File: src/rtl/multicycle_control_unit.sv
// Multi-cycle control FSM for the RV32I-subset Fibonacci core: sequences fetch/decode/exec/mem/wb,
// resolves branches from ALU flags, counts retirements and traps on illegal words or handshake timeouts.
//
// state  | meaning
// IDLE   | held in reset, moves to FETCH next cycle
// FETCH  | imem_req until imem_valid, IR loaded on the handshake
// DECODE | legality check of IR
// EXEC   | ALU operation; branches resolve and retire here
// MEM    | data access until dmem_ready; sw retires here
// WB     | register write and PC update, retire
// TRAP   | sticky error, only rst leaves
module multicycle_control_unit #(
   parameter int TIMEOUT  = 16,
   parameter int RETIRE_W = 32
) (
   input  logic                clk,
   input  logic                rst,
   input  logic [31:0]         instr,
   input  logic                imem_valid,
   input  logic                dmem_ready,
   input  logic                alu_zero,
   input  logic                alu_lt,
   input  logic                alu_ltu,
   output logic                imem_req,
   output logic                ir_load,
   output logic                dmem_req,
   output logic                dmem_we,
   output logic                regwrite,
   output logic                pc_write,
   output logic [1:0]          pc_src,
   output logic                alusrc_a,
   output logic                alusrc_b,
   output logic [3:0]          alucontrol,
   output logic [2:0]          immsel,
   output logic [1:0]          wbsel,
   output logic                trap,
   output logic                retired,
   output logic [RETIRE_W-1:0] retire_cnt
);

   localparam logic [2:0] S_IDLE   = 3'd0;
   localparam logic [2:0] S_FETCH  = 3'd1;
   localparam logic [2:0] S_DECODE = 3'd2;
   localparam logic [2:0] S_EXEC   = 3'd3;
   localparam logic [2:0] S_MEM    = 3'd4;
   localparam logic [2:0] S_WB     = 3'd5;
   localparam logic [2:0] S_TRAP   = 3'd6;

   localparam logic [6:0] OP_R      = 7'b0110011;
   localparam logic [6:0] OP_I      = 7'b0010011;
   localparam logic [6:0] OP_LOAD   = 7'b0000011;
   localparam logic [6:0] OP_STORE  = 7'b0100011;
   localparam logic [6:0] OP_BRANCH = 7'b1100011;
   localparam logic [6:0] OP_JAL    = 7'b1101111;
   localparam logic [6:0] OP_JALR   = 7'b1100111;
   localparam logic [6:0] OP_LUI    = 7'b0110111;

   localparam logic [3:0] ALU_ADD   = 4'b0000;
   localparam logic [3:0] ALU_SUB   = 4'b0001;
   localparam logic [3:0] ALU_AND   = 4'b0010;
   localparam logic [3:0] ALU_OR    = 4'b0011;
   localparam logic [3:0] ALU_XOR   = 4'b0100;
   localparam logic [3:0] ALU_SLT   = 4'b0101;
   localparam logic [3:0] ALU_SLTU  = 4'b0110;
   localparam logic [3:0] ALU_PASSB = 4'b0111;

   localparam logic [2:0] IMM_I = 3'b000;
   localparam logic [2:0] IMM_S = 3'b001;
   localparam logic [2:0] IMM_B = 3'b010;
   localparam logic [2:0] IMM_U = 3'b011;
   localparam logic [2:0] IMM_J = 3'b100;

   localparam int WAIT_W = (TIMEOUT < 2) ? 1 : $clog2(TIMEOUT);
   localparam logic [WAIT_W-1:0] WAIT_LIMIT = WAIT_W'((TIMEOUT > 0) ? TIMEOUT - 1 : 0);

   logic [2:0]        state;
   logic [2:0]        next_state;
   logic [31:0]       ir;
   logic [WAIT_W-1:0] wait_cnt;

   logic [6:0] opcode;
   logic [2:0] funct3;
   logic [6:0] funct7;
   logic       unused_ir;
   assign opcode    = ir[6:0];
   assign funct3    = ir[14:12];
   assign funct7    = ir[31:25];
   assign unused_ir = ^{ir[24:15], ir[11:7]};

   logic is_r, is_i, is_load, is_store, is_branch, is_jal, is_jalr, is_lui;
   logic legal, taken, timeout_hit;
   logic [3:0] alu_fn;

   always_comb begin
      is_r      = (opcode == OP_R);
      is_i      = (opcode == OP_I);
      is_load   = (opcode == OP_LOAD);
      is_store  = (opcode == OP_STORE);
      is_branch = (opcode == OP_BRANCH);
      is_jal    = (opcode == OP_JAL);
      is_jalr   = (opcode == OP_JALR);
      is_lui    = (opcode == OP_LUI);
      legal     = 1'b0;
      if (is_r)
         legal = ((funct7 == 7'b0000000) && (funct3 inside {3'b000, 3'b111, 3'b110, 3'b100, 3'b010, 3'b011}))
              || ((funct7 == 7'b0100000) && (funct3 == 3'b000));
      else if (is_i)
         legal = funct3 inside {3'b000, 3'b111, 3'b110, 3'b100, 3'b010};
      else if (is_load || is_store)
         legal = (funct3 == 3'b010);
      else if (is_branch)
         legal = funct3 inside {3'b000, 3'b001, 3'b100, 3'b101};
      else if (is_jalr)
         legal = (funct3 == 3'b000);
      else if (is_jal || is_lui)
         legal = 1'b1;
   end

   always_comb begin
      case (funct3)
         3'b111:  alu_fn = ALU_AND;
         3'b110:  alu_fn = ALU_OR;
         3'b100:  alu_fn = ALU_XOR;
         3'b010:  alu_fn = ALU_SLT;
         3'b011:  alu_fn = ALU_SLTU;
         default: alu_fn = ALU_ADD;
      endcase
   end

   // Unsigned compares never reach EXEC (rejected in DECODE) but share the flag mux.
   always_comb begin
      case (funct3)
         3'b000:  taken = alu_zero;
         3'b001:  taken = !alu_zero;
         3'b100:  taken = alu_lt;
         3'b101:  taken = !alu_lt;
         3'b110:  taken = alu_ltu;
         3'b111:  taken = !alu_ltu;
         default: taken = 1'b0;
      endcase
   end

   assign timeout_hit = (TIMEOUT != 0) && (wait_cnt == WAIT_LIMIT);

   always_comb begin
      next_state = state;
      case (state)
         S_IDLE:   next_state = S_FETCH;
         S_FETCH:
            if (imem_valid)       next_state = S_DECODE;
            else if (timeout_hit) next_state = S_TRAP;
         S_DECODE: next_state = legal ? S_EXEC : S_TRAP;
         S_EXEC:
            if (is_branch)                 next_state = S_FETCH;
            else if (is_load || is_store)  next_state = S_MEM;
            else                           next_state = S_WB;
         S_MEM:
            if (dmem_ready)       next_state = is_load ? S_WB : S_FETCH;
            else if (timeout_hit) next_state = S_TRAP;
         S_WB:     next_state = S_FETCH;
         S_TRAP:   next_state = S_TRAP;
         default:  next_state = S_IDLE;
      endcase
   end

   // Outputs are forced low while rst is high so aborted requests drop immediately.
   always_comb begin
      imem_req   = 1'b0;
      ir_load    = 1'b0;
      dmem_req   = 1'b0;
      dmem_we    = 1'b0;
      regwrite   = 1'b0;
      pc_write   = 1'b0;
      pc_src     = 2'b00;
      alusrc_a   = 1'b0;
      alusrc_b   = 1'b0;
      alucontrol = ALU_ADD;
      immsel     = IMM_I;
      wbsel      = 2'b00;
      trap       = 1'b0;
      retired    = 1'b0;
      if (!rst) begin
         // Operand selection is held through MEM/WB so the address and result stay stable.
         if (state == S_EXEC || state == S_MEM || state == S_WB) begin
            if (is_r) begin
               alucontrol = (funct3 == 3'b000 && funct7[5]) ? ALU_SUB : alu_fn;
            end else if (is_i) begin
               alucontrol = alu_fn;
               alusrc_b   = 1'b1;
            end else if (is_load || is_jalr) begin
               alusrc_b   = 1'b1;
            end else if (is_store) begin
               alusrc_b   = 1'b1;
               immsel     = IMM_S;
            end else if (is_branch) begin
               alucontrol = ALU_SUB;
               immsel     = IMM_B;
            end else if (is_jal) begin
               alusrc_a   = 1'b1;
               alusrc_b   = 1'b1;
               immsel     = IMM_J;
            end else if (is_lui) begin
               alucontrol = ALU_PASSB;
               alusrc_b   = 1'b1;
               immsel     = IMM_U;
            end
         end
         case (state)
            S_FETCH: begin
               imem_req = 1'b1;
               ir_load  = imem_valid;
            end
            S_EXEC:
               if (is_branch) begin
                  pc_write = 1'b1;
                  pc_src   = taken ? 2'b01 : 2'b00;
                  retired  = 1'b1;
               end
            S_MEM: begin
               dmem_req = 1'b1;
               dmem_we  = is_store;
               if (dmem_ready && is_store) begin
                  pc_write = 1'b1;
                  retired  = 1'b1;
               end
            end
            S_WB: begin
               regwrite = 1'b1;
               pc_write = 1'b1;
               retired  = 1'b1;
               wbsel    = is_load ? 2'b01 : ((is_jal || is_jalr) ? 2'b10 : 2'b00);
               pc_src   = is_jal ? 2'b01 : (is_jalr ? 2'b10 : 2'b00);
            end
            S_TRAP: begin
               alucontrol = ALU_ADD;
               trap       = 1'b1;
            end
            default: ;
         endcase
      end
   end

   always_ff @(posedge clk) begin
      if (rst) begin
         state      <= S_IDLE;
         ir         <= '0;
         wait_cnt   <= '0;
         retire_cnt <= '0;
      end else begin
         state <= next_state;
         if (ir_load)
            ir <= instr;
         if (next_state != state)
            wait_cnt <= '0;
         else if (state == S_FETCH || state == S_MEM)
            wait_cnt <= wait_cnt + 1'b1;
         if (retired)
            retire_cnt <= retire_cnt + RETIRE_W'(1);
      end
   end

endmodule

File: config.mk
export PLATFORM = sky130hd
export DESIGN_NAME = multicycle_control_unit
export DESIGN_NICKNAME = d
export VERILOG_FILES = /design/src/rtl/multicycle_control_unit.sv
export SDC_FILE = /design/constraint.sdc
export NUM_CORES = 1
export LEC_CHECK = 0
export ABC_AREA = 1
export BUFFER_PORTS_ARGS = -buffer_cell sky130_fd_sc_hd__buf_2
export CAP_MARGIN = 20
export CORE_UTILIZATION = 40
export DETAILED_ROUTE_END_ITERATION = 10
export GPL_TIMING_DRIVEN = 0
export RECOVER_POWER = 100
export SYNTH_ARGS = -nofsm -noshare
export SYNTH_HDL_FRONTEND = slang
export SYNTH_SLANG_ARGS = --single-unit
export TNS_END_PERCENT = 100
File: constraint.sdc
create_clock -name clk -period 3.11 [get_ports clk]
set_clock_uncertainty 0.15 [all_clocks]
set_input_delay 0.933 -clock clk [delete_from_list [all_inputs] [get_ports clk]]
set_output_delay 0.933 -clock clk [all_outputs]
set_load 0.005 [all_outputs]
Yosys cells after proc, flatten, opt, wreduce, memory -nomap -nowiden --
Index checks and enable logic that the tools add are counted.
Cells by class: reductions and logical operators 23, multiplexer cells 79, add/sub/neg operators 2, equal/unequal tests 24
Operator list (count):
- $mux W3 | 19
- $mux W1 | 41
- $add A32 B1 Y32 const B | 1
- $eq A7 B6 Y1 const B | 4
- $mux W4 | 6
- $eq A3 B3 Y1 const B | 7
- $eq A7 B7 Y1 const B | 3
- $pmux W3 S6 | 1
- $mux W2 | 8
- $pmux W3 S5 | 1
- $eq A3 B2 Y1 const B | 4
- $logic_or A1 B1 Y1 | 8
- $eq A7 B2 Y1 const B | 1
- $eq A7 B5 Y1 const B | 1
- $logic_not A7 Y1 | 1
- $eq A3 B1 Y1 const B | 2
- $logic_not A3 Y1 | 2
- $pmux W1 S6 | 1
- $reduce_bool A6 Y1 | 1
- $reduce_bool A5 Y1 | 1
- $add A4 B1 Y4 const B | 1
- $eq A4 B4 Y1 const B | 1
- $logic_and A1 B1 Y1 | 4
- $pmux W2 S2 | 1
- 5 further kinds | 8
Word-level totals: output and inout port bits 53, input port bits 39, flip-flop bits (word level) 71

Longest topological paths before layout --
Gate-level depths: netlist of run 1.
depth in word-level cells 12, depth in mapped cells 13, depth with buffers taken out 13

Least setup slack after synthesis of run 1 --
OpenSTA, ideal clock, no wires.
path type input-to-output, start input dmem_ready, end output retired, arrival 1.692 ns, cell stages on the path 8, data required time 2.027 ns, buffers on the path 2, setup slack 0.335 ns, cells stage by stage inv_1 > nor2_1 > a21oi_1 > o21ai_2 > nand2_2 > clkinv_4 > buf_6 > buf_4
On the way: longest elaborated chain between the ends 4
RTL lines:
- from (decl) | line 20 | input logic dmem_ready,
- $logic_and A1 B1 Y1 | line 222 | if (dmem_ready && is_store) begin
- $mux W1
- $pmux W1 S3
- $mux W1
- to (decl) | line 37 | output logic retired,
Every way passes these cells.

Worst setup path after layout of run 1 --
start input rst, end output immsel[2]
On the way: longest elaborated chain between the ends 1
RTL lines:
- from (decl) | line 17 | input logic rst,
- $mux W3 | line 182 | if (!rst) begin
- to (decl) | line 34 | output logic [2:0] immsel,
Every way passes these cells.

==> results of run 1 <==
[cells by family (layout without fill, tap and decap cells)]
family / Yosys count / after routing / synth area share (%)
AOI/OAI and AO/OA: 74 / 74 / 13.3
other: 1 / 1 / 0.109
buffers and inverters: 71 / 159 / 9.63
xor gates and xnor gates: 30 / 30 / 7.61
DFF: 56 / 56 / 32.5
adders and majority gates: 2 / 2 / 0.724
and+or+nand+nor: 284 / 284 / 35.9
muxes: 1 / 1 / 0.290
[what timing repair did]
| action | 4_1_cts | 5_1_grt |
|---|---|---|
| resized for setup | 4 | 8 |
| setup buffers | 1 | 4 |
| pin swaps | 2 | 3 |
| endpoints found under the setup margin | 6 | 9 |
| hold buffers | 0 | 0 |
[worst min path at each step]
stage / to / slack, ns / cells after the start
floorplan: ir[26] / 0.30 / 2
global placement: ir[0] / 0.31 / 2
detailed placement: ir[26] / 0.31 / 2
CTS: ir[26] / 0.33 / 2
global route: ir[26] / 0.35 / 2
finish: ir[26] / 0.33 / 2
[registers in the layout (all words and copies together), names as in the netlist]
| register | cells |
|---|---|
| retire_cnt | 32 |
| ir | 17 |
| wait_cnt | 4 |
| state | 3 |
[per-layer routing]
layer / share of wire, % / global-route usage (%) / wire (um)
met1: 49 / 28.4 / 4380
met2: 45 / 34.4 / 4010
met3: 4.8 / 2.66 / 429
met4: 1.6 / 5.56 / 139
met5: 0 / 0 / 0
[per-stage QoR]
stage          setup slack, ns  TNS (ns)
2_1_floorplan            0.335         0
3_3_place_gp            -0.285    -0.859
3_5_place_dp            -0.300    -0.850
4_1_cts                0.00103         0
6_report                 0.113         0
5_1_grt                 0.0185         0
[cell usage after synthesis, types with 3 or more instances]
cell,count
nand2_1,153
nor2_1,58
dfxtp_1,56
inv_1,47
a21oi_1,28
xor2_1,23
nor3_1,21
nand3_1,15
o31ai_1,14
nand2_2,12
o21ai_0,11
a21oi_2,10
nand4_1,10
nor4_1,8
xnor2_1,7
buf_6,6
clkbuf_1,6
buf_2,4
o21ai_1,4
buf_4,3
inv_2,3
[cells in the final DEF (no fill, tap or decap), drive strengths merged, types with 4 or more instances in the layout]
cell | netlist | layout
nand2 | 166 | 166
nor2 | 59 | 59
dfxtp | 56 | 56
clkbuf | 6 | 55
inv | 50 | 51
buf | 13 | 49
a21oi | 38 | 38
nor3 | 24 | 24
xor2 | 23 | 23
nand3 | 17 | 17
o21ai | 16 | 16
o31ai | 14 | 14
nand4 | 10 | 10
nor4 | 8 | 8
xnor2 | 7 | 7
clkinv | 2 | 4
[tightest hold or removal path: stages, from the launching register on]
cell and delay (ns):
dfxtp_1 0.31, inv_1 0.06, o31ai_1 0.07
[report_power, final]
part / total, mW / internal (mW) / switching [mW]
clock network: 0.411 / 0.162 / 0.249
logic: 0.310 / 0.111 / 0.200
registers: 0.796 / 0.758 / 0.0382
[cell type report]
type | instances | area (sq um)
fillers | 952 | 4320
multi-input cells | 392 | 1960
flip-flops and latches | 56 | 1120
repair buffers | 80 | 368
inverters | 52 | 200
well taps | 105 | 131
plain buffers | 19 | 100
clock buffers | 5 | 68.8
clock inverters | 3 | 22.5
==> out/metrics.yaml, run 1 <==
power:
  total_power_mw: 1.52
  p_per_area_nw_per_um2: 381
  leakagePower_nw: 1.52
  max-vdd-ir-drop_mv: 0.245
clock_network:
  clkTransAtPathRegs_ns: 0.10
  cts_root_buf: "clkbuf_8"
  clock_sinks: 56
  numCtsBuffers: 5
  cts.path.max_buffers: 2
  cts_tree: "yes"
  clock_latency_ns: 0.32
  h-tree-depth: 2
floorplan:
  die_x_um: 94.9
  die_h_um: 94.9
  io_pins: 92
  dieArea_sq_um: 9010
  rows: 33
  start_util_pct: 41.6
  core-area_sq_um: 8300
critical_path:
  cp-endpoint: "immsel[2]"
  path_cells: "buf_2, nor2_1, o2111ai_1, nor2_1, buf_4, buf_2"
  cp.required_ns: 2.03
  crit_start: "rst"
  worstPathArrival_ns: 1.91
  cp.depth: 6
  critPathLaunchType: "input port"
  reg2reg_slack_ns: 0.60
  cpLargestDelayFamily: "simple AND/OR/NAND/NOR gates"
  reg2reg_depth: 12
  crit_type: "input port to primary output"
  slowest_stage: "o2111ai_1"
  crit_buf_inv: 3
  endpoint_kind: "primary output"
  path_max_fanout: 4
  crit_path_max_incr_delay_ns: 0.24
  rr_startpoint: "state[1]"
  r2r-end: "retire_cnt[19]"
timing:
  worst_pin_slew_ns: 0.667
  drv_slew: 0
  hold_violations: 0
  max_freq_mhz: 334
  rsz0062_at_grt: "no"
  relSlewSlack_pct: 55.6
  setup_viol: 0
  final.min_clock_period_ns: 3.00
  period_share_pct: 96.4
  whs_ns: 0.325
synthesis:
  synth_top_cell_by_area: "dfxtp_1"
  syn_inst: 519
  synth.area.top_cells: "dfxtp_1 32%, nand2_1 17%, nor2_1 6.3%"
  seq_area_frac_synth_pct: 32.5
  synth_top_area_share_pct: 32.5
  syn_avg_cell_area_sq_um: 6.66
  synthFlopType: "dfxtp_1"
  synth_seq_cells: 56
  ys_types: 36
  async_flop_share_pct: 0
  synth_edf_count: 0
  syn-num-nets: 560
  synthesis.area_sq_um: 3450
  yosys_warnings: 0
placed_design:
  portBuffers: 75
  gp_congestion: 0.927
  hpwl_mm: 7.14
  dpl_cell_area_sq_um: 3960
  place_inst: 699
routing:
  antenna_left: 0
  wl_per_cell_um: 12.6
  route.detailed.drc: 0
  drt_iter0_drc: 115
  wl_mm: 8.96
  via_per_inst: 4.99
  num_vias: 3555
  dr.pass1.iters: 4
finish:
  fin_util_pct: 47.9
  drive_gt1_share_pct: 15.5
  syn2layout_area_growth_pct: 15.2
  fin_nets: 647
  diodes: 0
  fin_area_sq_um: 3980
  fin_cells: 712
worst_hold_path:
  hold_class: "register to register"
  hold_path_startpoint: "ir[26]"
status:
  status: "finished, final reports clean"
global_route:
  overflow: 0
  grt_pass1_vias: 3246
  antenna_found_initial: 0
  grt_pass1_wl_mm: 14.8
  grt_max_degree: 19
  grt_util_all_layers_pct: 20.8
run:
  maxCapViolations: 0
No activity file was read; power rests on OpenSTA's default activity.
==> run 2, diff against run 1 <==
==> constraint.sdc (replaced) <==
create_clock -name clk -period 3.11 [get_ports clk]
set_clock_uncertainty 0.15 [all_clocks]
set_input_delay 0 -clock clk [delete_from_list [all_inputs] [get_ports clk]]
set_output_delay 0 -clock clk [all_outputs]
set_load 0.005 [all_outputs]
==> out/metrics.yaml, run 2 (synthesized netlist as in run 1, its figures left out) <==
clock_network:
  clock_latency_ns: 0.32  # about the same
  h-tree-depth: 2  # unchanged
  cts.repair.resized: 0  # -4
  cts_root_buf: "clkbuf_8"
  numCtsBuffers: 5  # unchanged
  clock_sinks: 56  # unchanged
  hold_buffers: 26  # +26
  cts.path.max_buffers: 2  # unchanged
  clkTransAtPathRegs_ns: 0.10  # about the same
  cts_setup_buffers: 0  # -1
  cts_tree: "yes"
critical_path:
  reg2reg_slack_ns: 0.41  # -0.19 ns
  r2r-end: "retire_cnt[19]"
  cpLargestDelayFamily: "simple AND/OR/NAND/NOR gates"
  endpoint_kind: "register"
  cp.required_ns: 3.14  # +1.11 ns
  path_max_fanout: 10  # +6
  critPathLaunchType: "register"
  crit_path_max_incr_delay_ns: 0.66  # +0.42 ns
  reg2reg_depth: 11  # -1
  worstPathArrival_ns: 2.73  # +0.82 ns
  path_cells: "nand2_1, nor3_1, nand2_2, nor2_1, a21oi_1, o21ai_2, nand2_1, clkbuf_1, buf_6, nand2_1, a21oi_2"
  crit_buf_inv: 2  # -1
  cpMostUsedCell: "nand2_1"
  rr_startpoint: "ir[0]"
  slowest_stage: "nor3_1"
  crit_type: "register to register"
global_route:
  grt_util_all_layers_pct: 21.5  # +0.73 points
  grt_pass1_vias: 3369  # +3.8%
  overflow: 0  # unchanged
  grt_pass1_wl_mm: 15.3  # +3.3%
  grt_max_degree: 19  # unchanged
  antenna_found_initial: 0  # unchanged
finish:
  final_cell_mix: "163 x nand2_1, 59 x nor2_1, 56 x dfxtp_1, 47 x inv_1, 43 x buf_2"
  fin_util_pct: 50.9  # +2.9 points
  fin_nets: 668  # +3.2%
  layout_commonest_cell: "nand2_1"
  reg.largest.list: "retire_cnt (32), ir (17), wait_cnt (4)"
  fin_cells: 733  # +2.9%
  diodes: 0  # unchanged
  syn2layout_area_growth_pct: 22.2
  top_register: "retire_cnt"
  largest_register_ffs: 32  # unchanged
  drive_gt1_share_pct: 13.4  # -2.1 points
run:
  maxCapViolations: 0  # unchanged
timing:
  setup_viol: 0  # unchanged
  final.setup.tns_ns: 0  # unchanged
  max_freq_mhz: 370  # +11%
  hold_violations: 0  # unchanged
  final.min_clock_period_ns: 2.70  # -0.296 ns
  rsz0062_at_grt: "no"
  relSlewSlack_pct: 43.8  # -12 points
  drv_slew: 0  # unchanged
  worst_pin_slew_ns: 0.836  # +0.170 ns
  period_share_pct: 86.8  # -9.5 points
routing:
  num_vias: 3654  # +2.8%
  wl_per_cell_um: 12.7  # +0.56%
  wl_mm: 9.28  # +3.5%
  antenna_left: 0  # unchanged
  route.detailed.drc: 0  # unchanged
  via_per_inst: 4.98  # -0.16%
  dr.pass1.iters: 5  # +1
  drt_iter0_drc: 123  # +7.0%
power:
  p_per_area_nw_per_um2: 368  # -3.6%
  leakagePower_nw: 1.62  # +7.2%
  max-vdd-ir-drop_mv: 0.245  # about the same
floorplan:
  io_pins: 92  # unchanged
  rows: 33  # unchanged
  dieArea_sq_um: 9010  # unchanged
  start_util_pct: 41.6  # unchanged
  die_x_um: 94.9  # unchanged
  core-area_sq_um: 8300  # unchanged
  die_h_um: 94.9  # unchanged
placed_design:
  gp_congestion: 0.927  # unchanged
  portBuffers: 75  # unchanged
  hpwl_mm: 7.14  # unchanged
  place_inst: 699  # unchanged
worst_hold_path:
  min_to: "pc_src[0]"
  hold_path_startpoint: "alu_zero"
  hold_class: "input port to primary output"
  hold_depth: 5  # +3
status:
  status: "finished, final reports clean"
[run 2: cell types whose count changed in the layout (fill, tap and decap cells not counted), moves of 4 or more]
| cell | delta |
|---|---|
| dlygate4sd3_1 | +26 |
| nand2_1 | +11 |
| nand2_2 | -11 |
| a21oi_1 | -9 |
| a21oi_2 | +9 |
| buf_4 | -4 |
| buf_6 | +4 |
| clkbuf_2 | -4 |
[run 2: metal layers]
metal	wire length (um)	global-route usage, %	up-vias
li1	-	-	1896
met1	4550	28.7	1661
met2	4230	35.6	86
met3	350	3.14	11
met4	147	6.69	0
met5	0	0	-
[run 2: how the worst max path moves through the flow]
stage / cells after the start / endpoint / start / slack, ns
2_1_floorplan: 8 / retire_cnt[24] / retire_cnt[0] / 1.35
3_3_place_gp: 8 / retire_cnt[24] / retire_cnt[0] / 0.90
3_5_place_dp: 8 / retire_cnt[24] / retire_cnt[0] / 0.92
4_1_cts: 8 / ir[6] / state[0] / 0.60
5_1_grt: 11 / retire_cnt[17] / ir[1] / 0.21
6_report: 11 / retire_cnt[19] / ir[0] / 0.41
[run 2: worst reg2reg max path: cells and delay by family (launching register included)]
family / cells / cell delay [ns]
DFF: 1 / 0.35
AOI/OAI and AO/OA: 3 / 0.21
buffers and inverters: 2 / 0.53
and+or+nand+nor: 6 / 1.32
[run 2: per-stage QoR]
stage          hold WS (ns)  total power, mW  setup WS [ns]  cell area (sq um)
2_1_floorplan       -0.0373             1.04           1.35               3450
3_3_place_gp         0.0468             1.12          0.904               3960
3_5_place_dp         0.0564             1.12          0.917               3960
4_1_cts               0.254             1.57          0.597               4310
5_1_grt               0.263             1.65          0.215               4220
6_report              0.235             1.55          0.409               4220
[run 2: layout make-up]
class	count	area (sq um)
buffer	19	124
clock buffer	5	68.8
clock inverter	3	22.5
fill	922	4080
inverter	52	200
multi-input combinational	392	1960
sequential	56	1120
tap	105	131
timing repair buffer	101	597
[run 2: power by group]
| part | switching [mW] | total (mW) | internal [mW] | leakage [nW] |
|---|---|---|---|---|
| registers | 0.0362 | 0.793 | 0.757 | 0.453 |
| logic | 0.209 | 0.346 | 0.137 | 1.12 |
| clock network | 0.251 | 0.413 | 0.162 | 0.0485 |
==> run 3, diff against run 2 <==
--- a/config.mk
+++ b/config.mk
@@ -8,6 +8,7 @@
 export ABC_AREA = 1
 export BUFFER_PORTS_ARGS = -buffer_cell sky130_fd_sc_hd__buf_2
 export CAP_MARGIN = 20
+export CORE_ASPECT_RATIO = 0.75
 export CORE_UTILIZATION = 40
 export DETAILED_ROUTE_END_ITERATION = 10
 export GPL_TIMING_DRIVEN = 0
==> out/metrics.yaml, run 3 (synthesized netlist as in run 1, its figures left out) <==
status:
  status: "finished, final reports clean"
clock_network:
  cts.repair.resized: 0  # unchanged
  cts.path.max_buffers: 2  # unchanged
  cts_tree: "yes"
  cts_root_buf: "clkbuf_16"
  hold_buffers: 23  # -12%
  numCtsBuffers: 5  # unchanged
  cts_setup_buffers: 0  # unchanged
  h-tree-depth: 2  # unchanged
  clock_latency_ns: 0.30  # -0.02 ns
  clock_sinks: 56  # unchanged
  clkTransAtPathRegs_ns: 0.08  # -0.02 ns
timing:
  max_freq_mhz: 381  # +3.0%
  final.min_clock_period_ns: 2.62  # -0.0783 ns
  hold_violations: 0  # unchanged
  setup_ws_ns: 0.488  # +0.0783 ns
  drv_slew: 0  # unchanged
  setup_viol: 0  # unchanged
  whs_ns: 0.0471  # -0.188 ns
  relSlewSlack_pct: 59.6  # +16 points
  period_share_pct: 84.3  # -2.5 points
  final.setup.tns_ns: 0  # unchanged
  rsz0062_at_grt: "no"
  worst_pin_slew_ns: 0.600  # -0.236 ns
power:
  leakagePower_nw: 1.60  # -1.6%
  max-vdd-ir-drop_mv: 0.248  # +1.2%
  p_per_area_nw_per_um2: 408  # +11%
floorplan:
  io_pins: 92  # unchanged
  die_h_um: 82.5  # -13%
  core-area_sq_um: 8130  # -2.1%
  dieArea_sq_um: 9020  # about the same
  start_util_pct: 42.5  # +0.88 points
  die_x_um: 109  # +15%
  rows: 28  # -15%
run:
  maxCapViolations: 0  # unchanged
routing:
  via_per_inst: 5.02  # +0.60%
  antenna_left: 0  # unchanged
  drt_iter0_drc: 278  # +130%
  route.detailed.drc: 0  # unchanged
  wl_per_cell_um: 13.6  # +7.4%
  wl_mm: 9.92  # +7.0%
  dr.pass1.iters: 4  # -1
  num_vias: 3661  # +0.19%
placed_design:
  portBuffers: 75  # unchanged
  hpwl_mm: 7.67  # +7.4%
  gp_congestion: 0.932  # +0.50%
  dp_slack_ns: 0.801  # -0.116 ns
finish:
  fin_nets: 665  # -0.45%
  largest_register_ffs: 32  # unchanged
  diodes: 0  # unchanged
  reg.largest.list: "retire_cnt (32), ir (17), wait_cnt (4)"
  layout_commonest_cell: "nand2_1"
  syn2layout_area_growth_pct: 22.5
  fin_util_pct: 52.0  # +1.2 points
  final_cell_mix: "155 x nand2_1, 59 x nor2_1, 56 x dfxtp_1, 47 x inv_1, 47 x clkbuf_1"
  fill_cells: 871  # -5.5%
  drive_gt1_share_pct: 12.2  # -1.2 points
  top_register: "retire_cnt"
critical_path:
  crit_path_max_incr_delay_ns: 0.45  # -0.21 ns
  slowest_stage: "clkbuf_1"
  critPathLaunchType: "register"
  crit_type: "register to register"
  path_max_fanout: 10  # unchanged
  cp.required_ns: 3.18  # +0.04 ns
  worstPathArrival_ns: 2.70  # -0.03 ns
  endpoint_kind: "register"
  cpMostUsedCell: "nand2_1"
  path_cells: "nand2_1, nor3_4, nand2_1, nor2_1, a21oi_1, o21ai_0, nand2_1, clkinvlp_2, clkbuf_1, nand2_1, a21oi_1"
  reg2reg_depth: 11  # unchanged
global_route:
  grt_pass1_vias: 3377  # +0.24%
  grt_util_all_layers_pct: 23.6  # +2.1 points
  grt_pass1_wl_mm: 16.4  # +7.5%
  overflow: 0  # unchanged
  antenna_found_initial: 0  # unchanged
  grt_max_degree: 21  # +2
worst_hold_path:
  hold_class: "input port to register"
  hold_depth: 6  # +1
[run 3: cell types whose count changed in the layout (fill, tap and decap cells not counted), moves of 2 or more]
cell / previous run / this run
buf_2: 43 / 37
clkbuf_16: 0 / 5
nand2_1: 163 / 155
clkinv_4: 2 / 0
clkbuf_8: 5 / 0
dlygate4sd3_1: 26 / 23
clkbuf_1: 39 / 47
a21oi_2: 10 / 3
nand2_2: 2 / 10
a21oi_1: 28 / 35
[run 3: power by group]
part	switching [mW]	total (mW)	internal (mW)
Clock	0.287	0.598	0.311
Sequential	0.0367	0.793	0.756
Combinational	0.210	0.337	0.127
[run 3: final cells by class]
class                      count  area [sq um]  share of cell area [%]
sequential                    56          1120                    26.5
inverter                      52           196                    4.64
clock buffer                   5           125                    2.96
timing repair buffer          98           561                    13.3
tap                          105           131                    3.11
multi-input combinational    392          1950                    46.2
clock inverter                 3          28.8                   0.680
buffer                        19           114                    2.69
[run 3: critical path: cells and delay by family (launching register included)]
kind	cells	cell delay [ns]
buf+inv	2	0.67
compound gates	3	0.34
simple gates	6	1.05
flops	1	0.33
[run 3: routing by layer]
| metal | global-route usage, % | wire, um | vias up |
|---|---|---|---|
| li1 | - | - | 1887 |
| met1 | 36.4 | 5300 | 1653 |
| met2 | 34.2 | 3920 | 114 |
| met3 | 3.53 | 629 | 7 |
| met4 | 4.67 | 74 | 0 |
| met5 | 0 | 0 | - |
[run 3: worst paths after layout]
kind | startpoint | end | slack (ns)
max reg2reg | ir[1] | retire_cnt[29] | 0.49
max | ir[1] | retire_cnt[29] | 0.49
min | dmem_ready | state[1] | 0.05
min reg2reg | ir[26] | ir[26] | 0.32
[run 3: stage by stage]
step	cell area (sq um)	power, mW	instances
6_report	4230	1.73	730
5_1_grt	4230	1.82	730
4_1_cts	4350	1.75	730
3_5_place_dp	3960	1.12	699
3_3_place_gp	3960	1.12	699
2_1_floorplan	3450	1.04	519
